## src/rtl/mm2s_pkg.sv

```systemverilog
// Shared types and helpers for the MM2S block reader: the datamover command
// layout, the status bit positions and the FSM state encoding.
package mm2s_pkg;

  localparam logic [22:0] DEF_BTT = 23'h00_1000;
  localparam logic [3:0]  DEF_TAG = 4'hB;

  localparam int STS_OKAY   = 7;
  localparam int STS_SLVERR = 6;
  localparam int STS_DECERR = 5;
  localparam int STS_INTERR = 4;

  typedef enum logic [2:0] {
    ST_IDLE,
    ST_CMD,
    ST_DATA,
    ST_STS,
    ST_FIN
  } state_t;

  typedef struct packed {
    logic [3:0]  rsvd;
    logic [3:0]  tag;
    logic [31:0] saddr;
    logic [7:0]  drr_eof_dsa;
    logic        cmd_type;
    logic [22:0] btt;
  } cmd_t;

  // cmd_type = 1 selects an incrementing burst
  function automatic cmd_t build_cmd(input logic [31:0] addr,
                                     input logic [22:0] btt = DEF_BTT,
                                     input logic [3:0]  tag = DEF_TAG);
    cmd_t c;
    c.rsvd        = 4'b0000;
    c.tag         = tag;
    c.saddr       = addr;
    c.drr_eof_dsa = 8'h00;
    c.cmd_type    = 1'b1;
    c.btt         = btt;
    return c;
  endfunction

  function automatic logic sts_ok(input logic [7:0] sts, input logic [3:0] tag);
    return sts[STS_OKAY] && !sts[STS_SLVERR] && !sts[STS_DECERR] &&
           !sts[STS_INTERR] && (sts[3:0] == tag);
  endfunction

endpackage

```

## src/rtl/mm2s_pattern_check.sv

```systemverilog
// Checks read beats against an incrementing 64-bit pattern; counts mismatches
// with a counter that saturates instead of wrapping.
module mm2s_pattern_check (
  input  logic        clk,
  input  logic        reset,
  input  logic        load,
  input  logic [63:0] seed,
  input  logic        en,
  input  logic [63:0] data,
  output logic [15:0] err_cnt
);

  logic [63:0] expected;

  always_ff @(posedge clk) begin
    if (reset) begin
      expected <= '0;
      err_cnt  <= '0;
    end else if (load) begin
      expected <= seed;
      err_cnt  <= '0;
    end else if (en) begin
      expected <= expected + 64'd1;
      if ((data != expected) && (err_cnt != 16'hFFFF))
        err_cnt <= err_cnt + 16'd1;
    end
  end

endmodule

```

## src/rtl/mm2s_block_reader.sv

```systemverilog
// Reads num_blocks blocks of BTT bytes through the datamover MM2S interfaces,
// forwards the data stream and reports pattern, framing and status errors.
//
// state | meaning
// IDLE  | waiting for start
// CMD   | presenting the read command for the current block
// DATA  | passing beats through, counting to BEATS
// STS   | consuming the block's status byte
// FIN   | one-cycle done pulse
module mm2s_block_reader
  import mm2s_pkg::*;
#(
  parameter logic [22:0] BTT = DEF_BTT,
  parameter logic [3:0]  TAG = DEF_TAG
) (
  input  logic        clk,
  input  logic        reset,
  input  logic        start,
  input  logic [31:0] base_addr,
  input  logic [15:0] num_blocks,
  input  logic [63:0] seed,
  output logic        busy,
  output logic        done,
  output logic [71:0] S_AXIS_MM2S_CMD_tdata,
  output logic        S_AXIS_MM2S_CMD_tvalid,
  input  logic        S_AXIS_MM2S_CMD_tready,
  input  logic [7:0]  M_AXIS_MM2S_STS_tdata,
  input  logic        M_AXIS_MM2S_STS_tvalid,
  output logic        M_AXIS_MM2S_STS_tready,
  input  logic [63:0] M_AXIS_MM2S_tdata,
  input  logic [7:0]  M_AXIS_MM2S_tkeep,
  input  logic        M_AXIS_MM2S_tlast,
  input  logic        M_AXIS_MM2S_tvalid,
  output logic        M_AXIS_MM2S_tready,
  output logic [63:0] out_tdata,
  output logic        out_tlast,
  output logic        out_tvalid,
  input  logic        out_tready,
  output logic [15:0] blocks_done,
  output logic [15:0] data_err_cnt,
  output logic        frame_err,
  output logic        sts_err,
  output logic [7:0]  last_sts
);

  localparam int BEATS  = int'(BTT >> 3);
  localparam int BEAT_W = (BEATS > 1) ? $clog2(BEATS) : 1;
  localparam logic [BEAT_W-1:0] LAST_BEAT = BEAT_W'(BEATS - 1);

  state_t state, state_nxt;

  logic [31:0]       addr;
  logic [15:0]       num;
  logic [BEAT_W-1:0] beat;

  logic start_acc, cmd_acc, beat_acc, sts_acc;
  logic last_beat, last_block, sts_good, more_blocks;

  assign start_acc   = start && (state == ST_IDLE);
  assign cmd_acc     = (state == ST_CMD) && S_AXIS_MM2S_CMD_tready;
  assign beat_acc    = (state == ST_DATA) && M_AXIS_MM2S_tvalid && M_AXIS_MM2S_tready;
  assign sts_acc     = (state == ST_STS) && M_AXIS_MM2S_STS_tvalid;
  assign last_beat   = (beat == LAST_BEAT);
  assign last_block  = ({1'b0, blocks_done} + 17'd1) == {1'b0, num};
  assign sts_good    = sts_ok(M_AXIS_MM2S_STS_tdata, TAG);
  // blocks_done has not yet counted the block whose status is being consumed
  assign more_blocks = ({1'b0, blocks_done} + 17'd1) < {1'b0, num};

  always_ff @(posedge clk) begin
    if (reset) state <= ST_IDLE;
    else       state <= state_nxt;
  end

  always_comb begin
    state_nxt = state;
    case (state)
      ST_IDLE: if (start)    state_nxt = (num_blocks == 16'd0) ? ST_FIN : ST_CMD;
      ST_CMD:  if (cmd_acc)  state_nxt = ST_DATA;
      ST_DATA: if (beat_acc && last_beat) state_nxt = ST_STS;
      ST_STS:  if (sts_acc)  state_nxt = (sts_good && more_blocks) ? ST_CMD : ST_FIN;
      ST_FIN:  state_nxt = ST_IDLE;
      default: state_nxt = ST_IDLE;
    endcase
  end

  always_comb begin
    busy                   = 1'b0;
    done                   = 1'b0;
    S_AXIS_MM2S_CMD_tvalid = 1'b0;
    S_AXIS_MM2S_CMD_tdata  = '0;
    M_AXIS_MM2S_STS_tready = 1'b0;
    M_AXIS_MM2S_tready     = 1'b0;
    out_tvalid             = 1'b0;
    out_tdata              = '0;
    out_tlast              = 1'b0;
    case (state)
      ST_CMD: begin
        busy                   = 1'b1;
        S_AXIS_MM2S_CMD_tvalid = 1'b1;
        S_AXIS_MM2S_CMD_tdata  = build_cmd(addr, BTT, TAG);
      end
      ST_DATA: begin
        busy               = 1'b1;
        M_AXIS_MM2S_tready = out_tready;
        out_tvalid         = M_AXIS_MM2S_tvalid;
        out_tdata          = M_AXIS_MM2S_tdata;
        out_tlast          = last_beat && last_block;
      end
      ST_STS: begin
        busy                   = 1'b1;
        M_AXIS_MM2S_STS_tready = 1'b1;
      end
      ST_FIN:  done = 1'b1;
      default: ;
    endcase
  end

  always_ff @(posedge clk) begin
    if (reset) begin
      addr        <= '0;
      num         <= '0;
      beat        <= '0;
      blocks_done <= '0;
      frame_err   <= 1'b0;
      sts_err     <= 1'b0;
      last_sts    <= '0;
    end else begin
      if (start_acc) begin
        addr        <= base_addr;
        num         <= num_blocks;
        blocks_done <= '0;
        frame_err   <= 1'b0;
        sts_err     <= 1'b0;
      end
      if (cmd_acc) beat <= '0;
      if (beat_acc) begin
        beat <= beat + 1'b1;
        // block length comes from the beat count; tlast is only checked
        if ((M_AXIS_MM2S_tlast != last_beat) || (M_AXIS_MM2S_tkeep != 8'hFF))
          frame_err <= 1'b1;
      end
      if (sts_acc) begin
        last_sts    <= M_AXIS_MM2S_STS_tdata;
        blocks_done <= blocks_done + 16'd1;
        if (!sts_good)        sts_err <= 1'b1;
        else if (more_blocks) addr    <= addr + 32'(BTT);
      end
    end
  end

  mm2s_pattern_check u_check (
    .clk     (clk),
    .reset   (reset),
    .load    (start_acc),
    .seed    (seed),
    .en      (beat_acc),
    .data    (M_AXIS_MM2S_tdata),
    .err_cnt (data_err_cnt)
  );

endmodule
```

## config.mk

```make
export PLATFORM = sky130hd
export DESIGN_NAME = mm2s_block_reader
export DESIGN_NICKNAME = d
export VERILOG_FILES = /design/src/rtl/mm2s_pkg.sv /design/src/rtl/mm2s_pattern_check.sv /design/src/rtl/mm2s_block_reader.sv
export SDC_FILE = /design/constraint.sdc
export NUM_CORES = 1
export LEC_CHECK = 0
export CAP_MARGIN = 20
export CELL_PAD_IN_SITES_DETAIL_PLACEMENT = 1
export CELL_PAD_IN_SITES_GLOBAL_PLACEMENT = 2
export CORE_MARGIN = 1
export CORE_UTILIZATION = 23
export CTS_BUF_LIST = sky130_fd_sc_hd__clkbuf_8
export DETAILED_ROUTE_END_ITERATION = 8
export GPL_TIMING_DRIVEN = 0
export MAX_ROUTING_LAYER = met4
export PLACE_DENSITY = 0.81
export SYNTH_ARGS = -nofsm -noshare
export SYNTH_HDL_FRONTEND = slang
export SYNTH_SLANG_ARGS = --single-unit
```

## constraint.sdc

```tcl
create_clock -name clk -period 3 [get_ports clk]
set_input_delay 0.6 -clock clk [delete_from_list [all_inputs] [get_ports clk]]
set_output_delay 0.6 -clock clk [all_outputs]
set_load 0.01 [all_outputs]
```

# Word-level counts from Yosys, hierarchy flattened
# Index checks and enable logic that the tools add are counted.
# Widths: inputs -> output; s select.
classes:
  addsub: 6
  magnitude_cmp: 1
  eq_ne: 15
  mux: 32
  n_reduce_logical: 26
op_table:
  columns: ["op", "n"]
  rows:
  - ["$mux 64", 3]
  - ["$mux 32", 4]
  - ["$mux 68", 1]
  - ["$add 64x1->64 const B", 1]
  - ["$ne 64x64->1", 1]
  - ["$add 16x1->16 const B", 2]
  - ["$add 32x13->32 const B", 1]
  - ["$mux 16", 2]
  - ["$mux 3", 6]
  - ["$mux 9", 2]
  - ["$add 16x1->17 const B", 1]
  - ["$eq 17x16->1", 1]
  - ["$lt 17x16->1", 1]
  - ["$logic_not 16->1", 1]
  - ["$ne 16x16->1 const B", 1]
  - ["$logic_and 1x1->1", 13]
  - ["$mux 1", 13]
  - ["$pmux 3 s4", 1]
  - ["$add 9x1->9 const B", 1]
  - ["$eq 9x9->1 const B", 1]
  - ["$ne 8x8->1 const B", 1]
  - ["$eq 3x2->1 const B", 2]
  - ["$ne 2x2->1 const B", 3]
  - ["$reduce_bool 2->1", 3]
  - ["other kinds (12)", 14]
word_totals:
  reg_bits: 166
  input_bits: 200
  output_inout_bits: 185
  elab_cells: 90

# Logic depth before layout (Yosys ltp)
logic_depth:
  depth_word: 9
  depth_mapped: 15
  depth_no_buf: 13

# Hierarchy
# From an unflattened synthesis, not the netlist that was laid out.
unflattened:
  cells_unflattened: 1376
  hier_area_um2: 10616.4
by_module_without_submodules:
  columns: ["mod", "instances", "cells_each", "area_per_inst_um2", "seq_area_each_um2"]
  rows:
  - ["mm2s_block_reader", 1, 764, 5612.9, 1721.7]
  - ["mm2s_pattern_check", 1, 612, 5003.5, 1601.5]

# Worst setup path after synthesis
# OpenSTA, ideal clock, no wires.
synth_path:
  path_kind: "reg2reg"
  start: "reg blocks_done[5]"
  end: "reg addr[27]"
  setup_ns: 0.132
  arrival_ns: 3.257
  required_ns: 2.868
  setup_slack_ns: -0.389
  path_stages_with_launch: 15
  path_buffers: 2
  period_less_slack_ns: 3.389
  cell_sequence: "dfxtp_1 > nand4_1 > nor4_1 > and3_1 > and3_1 > xnor2_1 > ha_1 > nand4_1 > nor2_1 > o41a_1 > clkbuf_1 > clkbuf_1 > nor3_1 > a22oi_1 > a21oi_1"
synth_between:
  elab_chain_cells: 5
synth_lines:
  columns: ["item", "line_no", "rtl"]
  rows:
  - ["start, declared", "mm2s_block_reader.sv:39", "output logic [15:0] blocks_done,"]
  - ["start signal, assigned", "mm2s_block_reader.sv:144", "blocks_done <= blocks_done + 16'd1;"]
  - ["$add 16x1->17", "mm2s_block_reader.sv:67", "assign more_blocks = ({1'b0, blocks_done} + 17'd1) < {1'b0, num};"]
  - ["$lt 17x16->1", "mm2s_block_reader.sv:67", null]
  - ["$mux 32", "mm2s_block_reader.sv:146", "else if (more_blocks) addr <= addr + 32'(BTT);"]
  - ["$mux 32", "mm2s_block_reader.sv:145", "if (!sts_good) sts_err <= 1'b1;"]
  - ["$mux 32", "mm2s_block_reader.sv:142", "if (sts_acc) begin"]
  - ["end signal, assigned", "mm2s_block_reader.sv:129", "addr <= base_addr;"]
  - ["end signal, assigned", "mm2s_block_reader.sv:146", null]
  - ["end, declared", "mm2s_block_reader.sv:52", "logic [31:0] addr;"]
# Every way passes these cells.
# A chain may end at the register's enable or synchronous reset.

# Final worst setup path
layout_path:
  start: "reg blocks_done[0]"
  end: "reg addr[30]"
# Same word-level chain as after synthesis.

==> impl.org <==
** Status
- The run finished, with violations left.
- Violations in the final reports :: setup timing

** Synth
- Sequential cell area fraction in the yosys report :: 32.2%
- Gate count of the mapped netlist :: 1338
- Distinct cell type count after synthesis :: 62
- Counting flops with an async set or reset pin after synthesis yields a share of 0%.
- Averaged over all synthesized cells, the footprint is 7.71 um2.
- Post-synth design cell area :: 0.0103 mm2
- The most used flip-flop cell after synthesis is sky130_fd_sc_hd__dfxtp_1.
- Synthesis inferred 166 register bits.
- During synthesis, Yosys emitted a total of 0 warnings.
- Number of enable-type register cells in the synthesized netlist :: 0

** Die
- Die area :: 0.0457 mm2
- Core Rows :: 77
- Floorplan Core Area :: 0.0442 mm2
- Initial Util :: 23.3%
- For this design the top-level I/O count stands at 385.
- Vert. Die Dim :: 214 um
- Measured along the x axis, the die boundary spans 214 um.

** Layout
- In the final design database the tool counted 2019 nets.
- The multi-input combinational cells in the finished layout cover a total of 0.00677 mm2.
- Area added between synthesis and finish :: 56.8%
- The layout has 5296 filler cells.
- Most frequent standard cell in the layout excluding fill and tap cells :: sky130_fd_sc_hd__clkdlybuf4s50_1
- Ratio of cells with drive above 1 in the final layout :: 13.3%
- The sequential cells in the finished layout cover a total of 0.00336 mm2.
- The library cells used most frequently in the layout, excluding fill and tap cells, are sky130_fd_sc_hd__clkdlybuf4s50_1, sky130_fd_sc_hd__dfxtp_1, sky130_fd_sc_hd__nand2_1.
- The finished layout holds 2406 standard cells, fillers aside.

** Timing
- Based on the critical path, the design can be clocked at up to 289 MHz.
- The worst path in the final design needs a cycle of 3.46 ns, including I/O delays and setup.
- The number of failing hold endpoints at the final stage came to 0.
- Worst Skew :: 0.0261 ns
- At the pin with the least slew margin, the transition time is 0.920 ns.
- Setup violations remaining at the end of the flow were counted as 22.
- Setup repair after global routing missed its margin :: true
- Setup ws final :: -0.462 ns
- Slew Limit Fails :: 0
- Tcrit/Tclk final :: 115%
- Hold Slack :: 0.458 ns
- Relative slew slack :: 38.7%
- Final total negative setup slack :: -8.76 ns

** Min path
- Class of the worst hold path :: reg -> reg
- Worst Hold Depth :: 2

** Critical path
- Arrival time at the worst endpoint :: 3.89 ns
- STA classifies the critical path endpoint as a flip-flop.
- Critical-path maximum fanout :: 7
- Category of the critical setup timing path :: reg -> reg
- Sort of element at the start of the critical path :: flip-flop
- Endpoint required time on the critical path :: 3.43 ns
- Depth of the most critical reg-to-reg path :: 17

** Clock tree
- After clock tree synthesis, the clock-pin slew on the worst setup and hold paths is 0.10 ns.
- Root buf cell :: sky130_fd_sc_hd__clkbuf_8
- The clock drives 166 sinks.
- Clock latency on the worst-skew pair, taken at its later pin, is 0.51 ns.
- The clock passes through at most 2 buffers.
- Clock buffers created by TritonCTS :: 17
- CTS built an H-tree with a depth of 4.
- TritonCTS built the clock tree.

** Pwr
- Summed over all cells, the static leakage comes to 6.62 nW.
- Power spread over the standard cell area amounts to 451 mW/mm2.
- Across the VDD grid, the largest voltage drop is 0.210 mV.
- Overall power :: 0.00729 W

** Routing
- Length of routed met2 wiring :: 25.3 mm
- Dividing the detail-routed wire length by the instance count gives 20.7 um.
- After detailed routing, the wire length on met1 is 21.2 mm.
- Total via count after detailed routing :: 11500
- Detailed-routing iteration count for the pre-antenna-repair pass :: 4
- The count of nets left with antenna violations once routing finished came out at 0.
- For this block, the initial DRC count from the detailed router was 611.
- Signal routing reaches up to met4.
- DRC violation count after routing :: 0
- Final routed wirelength across all metal layers :: 49.9 mm
- Length of routed met3 wiring :: 2.36 mm
- Using the TritonRoute via totals, the vias-per-cell ratio works out to 4.80.

** Placed design
- Global placement routability congestion :: 0.891
- Placed cell count :: 2313
- Detailed placement finished with a half-perimeter wire length of 39.2 mm.
- Port Buffers :: 348

** Global route
- Global-route usage over all layers :: 22.4%
- The total overflow left after global routing is 0.
- The initial antenna violation count came to 4.
- Maximum number of pins on one net before global-route repair :: 17
- Number of global-route vias before repair :: 12200
- The first global-routing pass estimated 74.1 mm of wire.

** Flow run
- The tool flagged a number of max-cap violations equal to 0.
==> sequential cells by signal, summed over array words and instances, names as in the netlist <==
register / flops
u_check.expected: 64
addr: 32
blocks_done: 16
num: 16
u_check.err_cnt: 16
beat: 9
last_sts: 8
state: 3
frame_err: 1
sts_err: 1
==> report_power, final <==
group	internal (W)	total, W	switching (W)
combinational	0.00130	0.00280	0.00150
clock	0.000659	0.00164	0.000981
sequential	0.00248	0.00285	0.000378
==> final timing paths <==
| kind | from | end | slack, ns |
|---|---|---|---|
| worst max-delay path | blocks_done[0] | addr[30] | -0.46 |
| worst min-delay path | addr[8] | addr[8] | 0.46 |
| worst max register to register | blocks_done[0] | addr[30] | -0.46 |
| worst min register to register | addr[8] | addr[8] | 0.46 |
==> stage by stage <==
stage                     utilization, %  setup slack [ns]  cell area [um2]
final                               36.6            -0.462            16200
after global routing                36.6            -0.592            16200
after CTS                           35.9            -0.457            15900
after detailed placement            33.4            -0.960            14800
after global placement              33.4             -1.07            14800
after floorplan                        -           -0.0666            10500
==> cell type report <==
type | count | share of cell area (%)
inverter | 31 | 0.719
sequential | 166 | 20.8
buffer | 118 | 4.68
timing repair buffer | 407 | 25.1
clock inverter | 15 | 0.781
clock buffer | 17 | 1.45
multi-input combinational | 1056 | 41.8
antenna | 4 | 0.0619
tap | 592 | 4.58
==> critical path: stages, from the launching register on <==
cell	delay, ns
sky130_fd_sc_hd__dfxtp_4	0.39
sky130_fd_sc_hd__ha_4	0.13
sky130_fd_sc_hd__nand4_1	0.19
sky130_fd_sc_hd__buf_4	0.23
sky130_fd_sc_hd__nor2_4	0.12
sky130_fd_sc_hd__nand3_2	0.11
sky130_fd_sc_hd__xnor2_2	0.16
sky130_fd_sc_hd__ha_1	0.32
sky130_fd_sc_hd__a21o_1	0.20
sky130_fd_sc_hd__a21oi_2	0.18
sky130_fd_sc_hd__o2bb2ai_4	0.09
sky130_fd_sc_hd__or3b_1	0.40
sky130_fd_sc_hd__buf_6	0.16
sky130_fd_sc_hd__nor3_4	0.17
sky130_fd_sc_hd__buf_6	0.14
sky130_fd_sc_hd__buf_6	0.12
sky130_fd_sc_hd__nand4_1	0.10
sky130_fd_sc_hd__a31oi_1	0.15
==> synth_stat cells (2+ instances only) <==
library cell / number / area share (%)
sky130_fd_sc_hd__mux2_2: 2 / 0.22
sky130_fd_sc_hd__a21o_1: 3 / 0.22
sky130_fd_sc_hd__buf_4: 43 / 3.1
sky130_fd_sc_hd__o311ai_0: 2 / 0.17
sky130_fd_sc_hd__xor2_1: 46 / 3.9
sky130_fd_sc_hd__or4_1: 7 / 0.51
sky130_fd_sc_hd__nor4b_1: 5 / 0.42
sky130_fd_sc_hd__and3_1: 28 / 1.7
sky130_fd_sc_hd__a31oi_1: 5 / 0.30
sky130_fd_sc_hd__nand2_1: 141 / 5.1
sky130_fd_sc_hd__nor2_1: 137 / 5.0
sky130_fd_sc_hd__nand3_1: 62 / 3.0
sky130_fd_sc_hd__and4_1: 9 / 0.76
sky130_fd_sc_hd__a22oi_1: 10 / 0.73
sky130_fd_sc_hd__mux2i_1: 2 / 0.19
sky130_fd_sc_hd__ha_1: 22 / 2.7
sky130_fd_sc_hd__inv_1: 31 / 1.1
sky130_fd_sc_hd__o21ai_0: 32 / 1.6
sky130_fd_sc_hd__or2_2: 3 / 0.18
sky130_fd_sc_hd__nor3b_1: 3 / 0.22
sky130_fd_sc_hd__xnor2_1: 98 / 8.3
sky130_fd_sc_hd__a211oi_1: 58 / 4.2
sky130_fd_sc_hd__nand3b_1: 6 / 0.44
sky130_fd_sc_hd__a311oi_1: 4 / 0.34
sky130_fd_sc_hd__or3_1: 9 / 0.55
sky130_fd_sc_hd__a21oi_1: 91 / 4.4
sky130_fd_sc_hd__and2_1: 104 / 6.3
sky130_fd_sc_hd__o31ai_1: 6 / 0.44
sky130_fd_sc_hd__buf_6: 3 / 0.33
sky130_fd_sc_hd__clkbuf_1: 69 / 2.5
sky130_fd_sc_hd__nand4_1: 46 / 2.8
sky130_fd_sc_hd__buf_2: 3 / 0.15
sky130_fd_sc_hd__nor3_1: 23 / 1.1
sky130_fd_sc_hd__nor4_2: 2 / 0.24
sky130_fd_sc_hd__dfxtp_1: 166 / 32
sky130_fd_sc_hd__nor4_1: 25 / 1.5
sky130_fd_sc_hd__a32oi_1: 7 / 0.59
==> layer usage <==
metal  vias to the layer above  global-route usage, %
met4                         0                   5.25
met3                        51                   3.30
met1                      5636                   26.2
li1                       5512                      -
met2                       347                   40.1
met5                         -                      -
==> timing repair <==
action | CTS | global route
setup endpoints to repair | 212 | 90
buffers inserted | 46 | 10
gates cloned | 2 | 1
hold buffers | 0 | 0
resized for setup | 142 | 73
pin swaps | 44 | 37
==> logic make-up after synthesis <==
logic type / share of synthesized area (%)
buf+inv: 7.29
compound gates: 13.8
xor+xnor: 12.2
mux: 0.412
fa+ha+maj: 2.67
simple gates: 31.3
other cells: 0.0364
flops: 32.2
(Power assumes the default switching activity.)
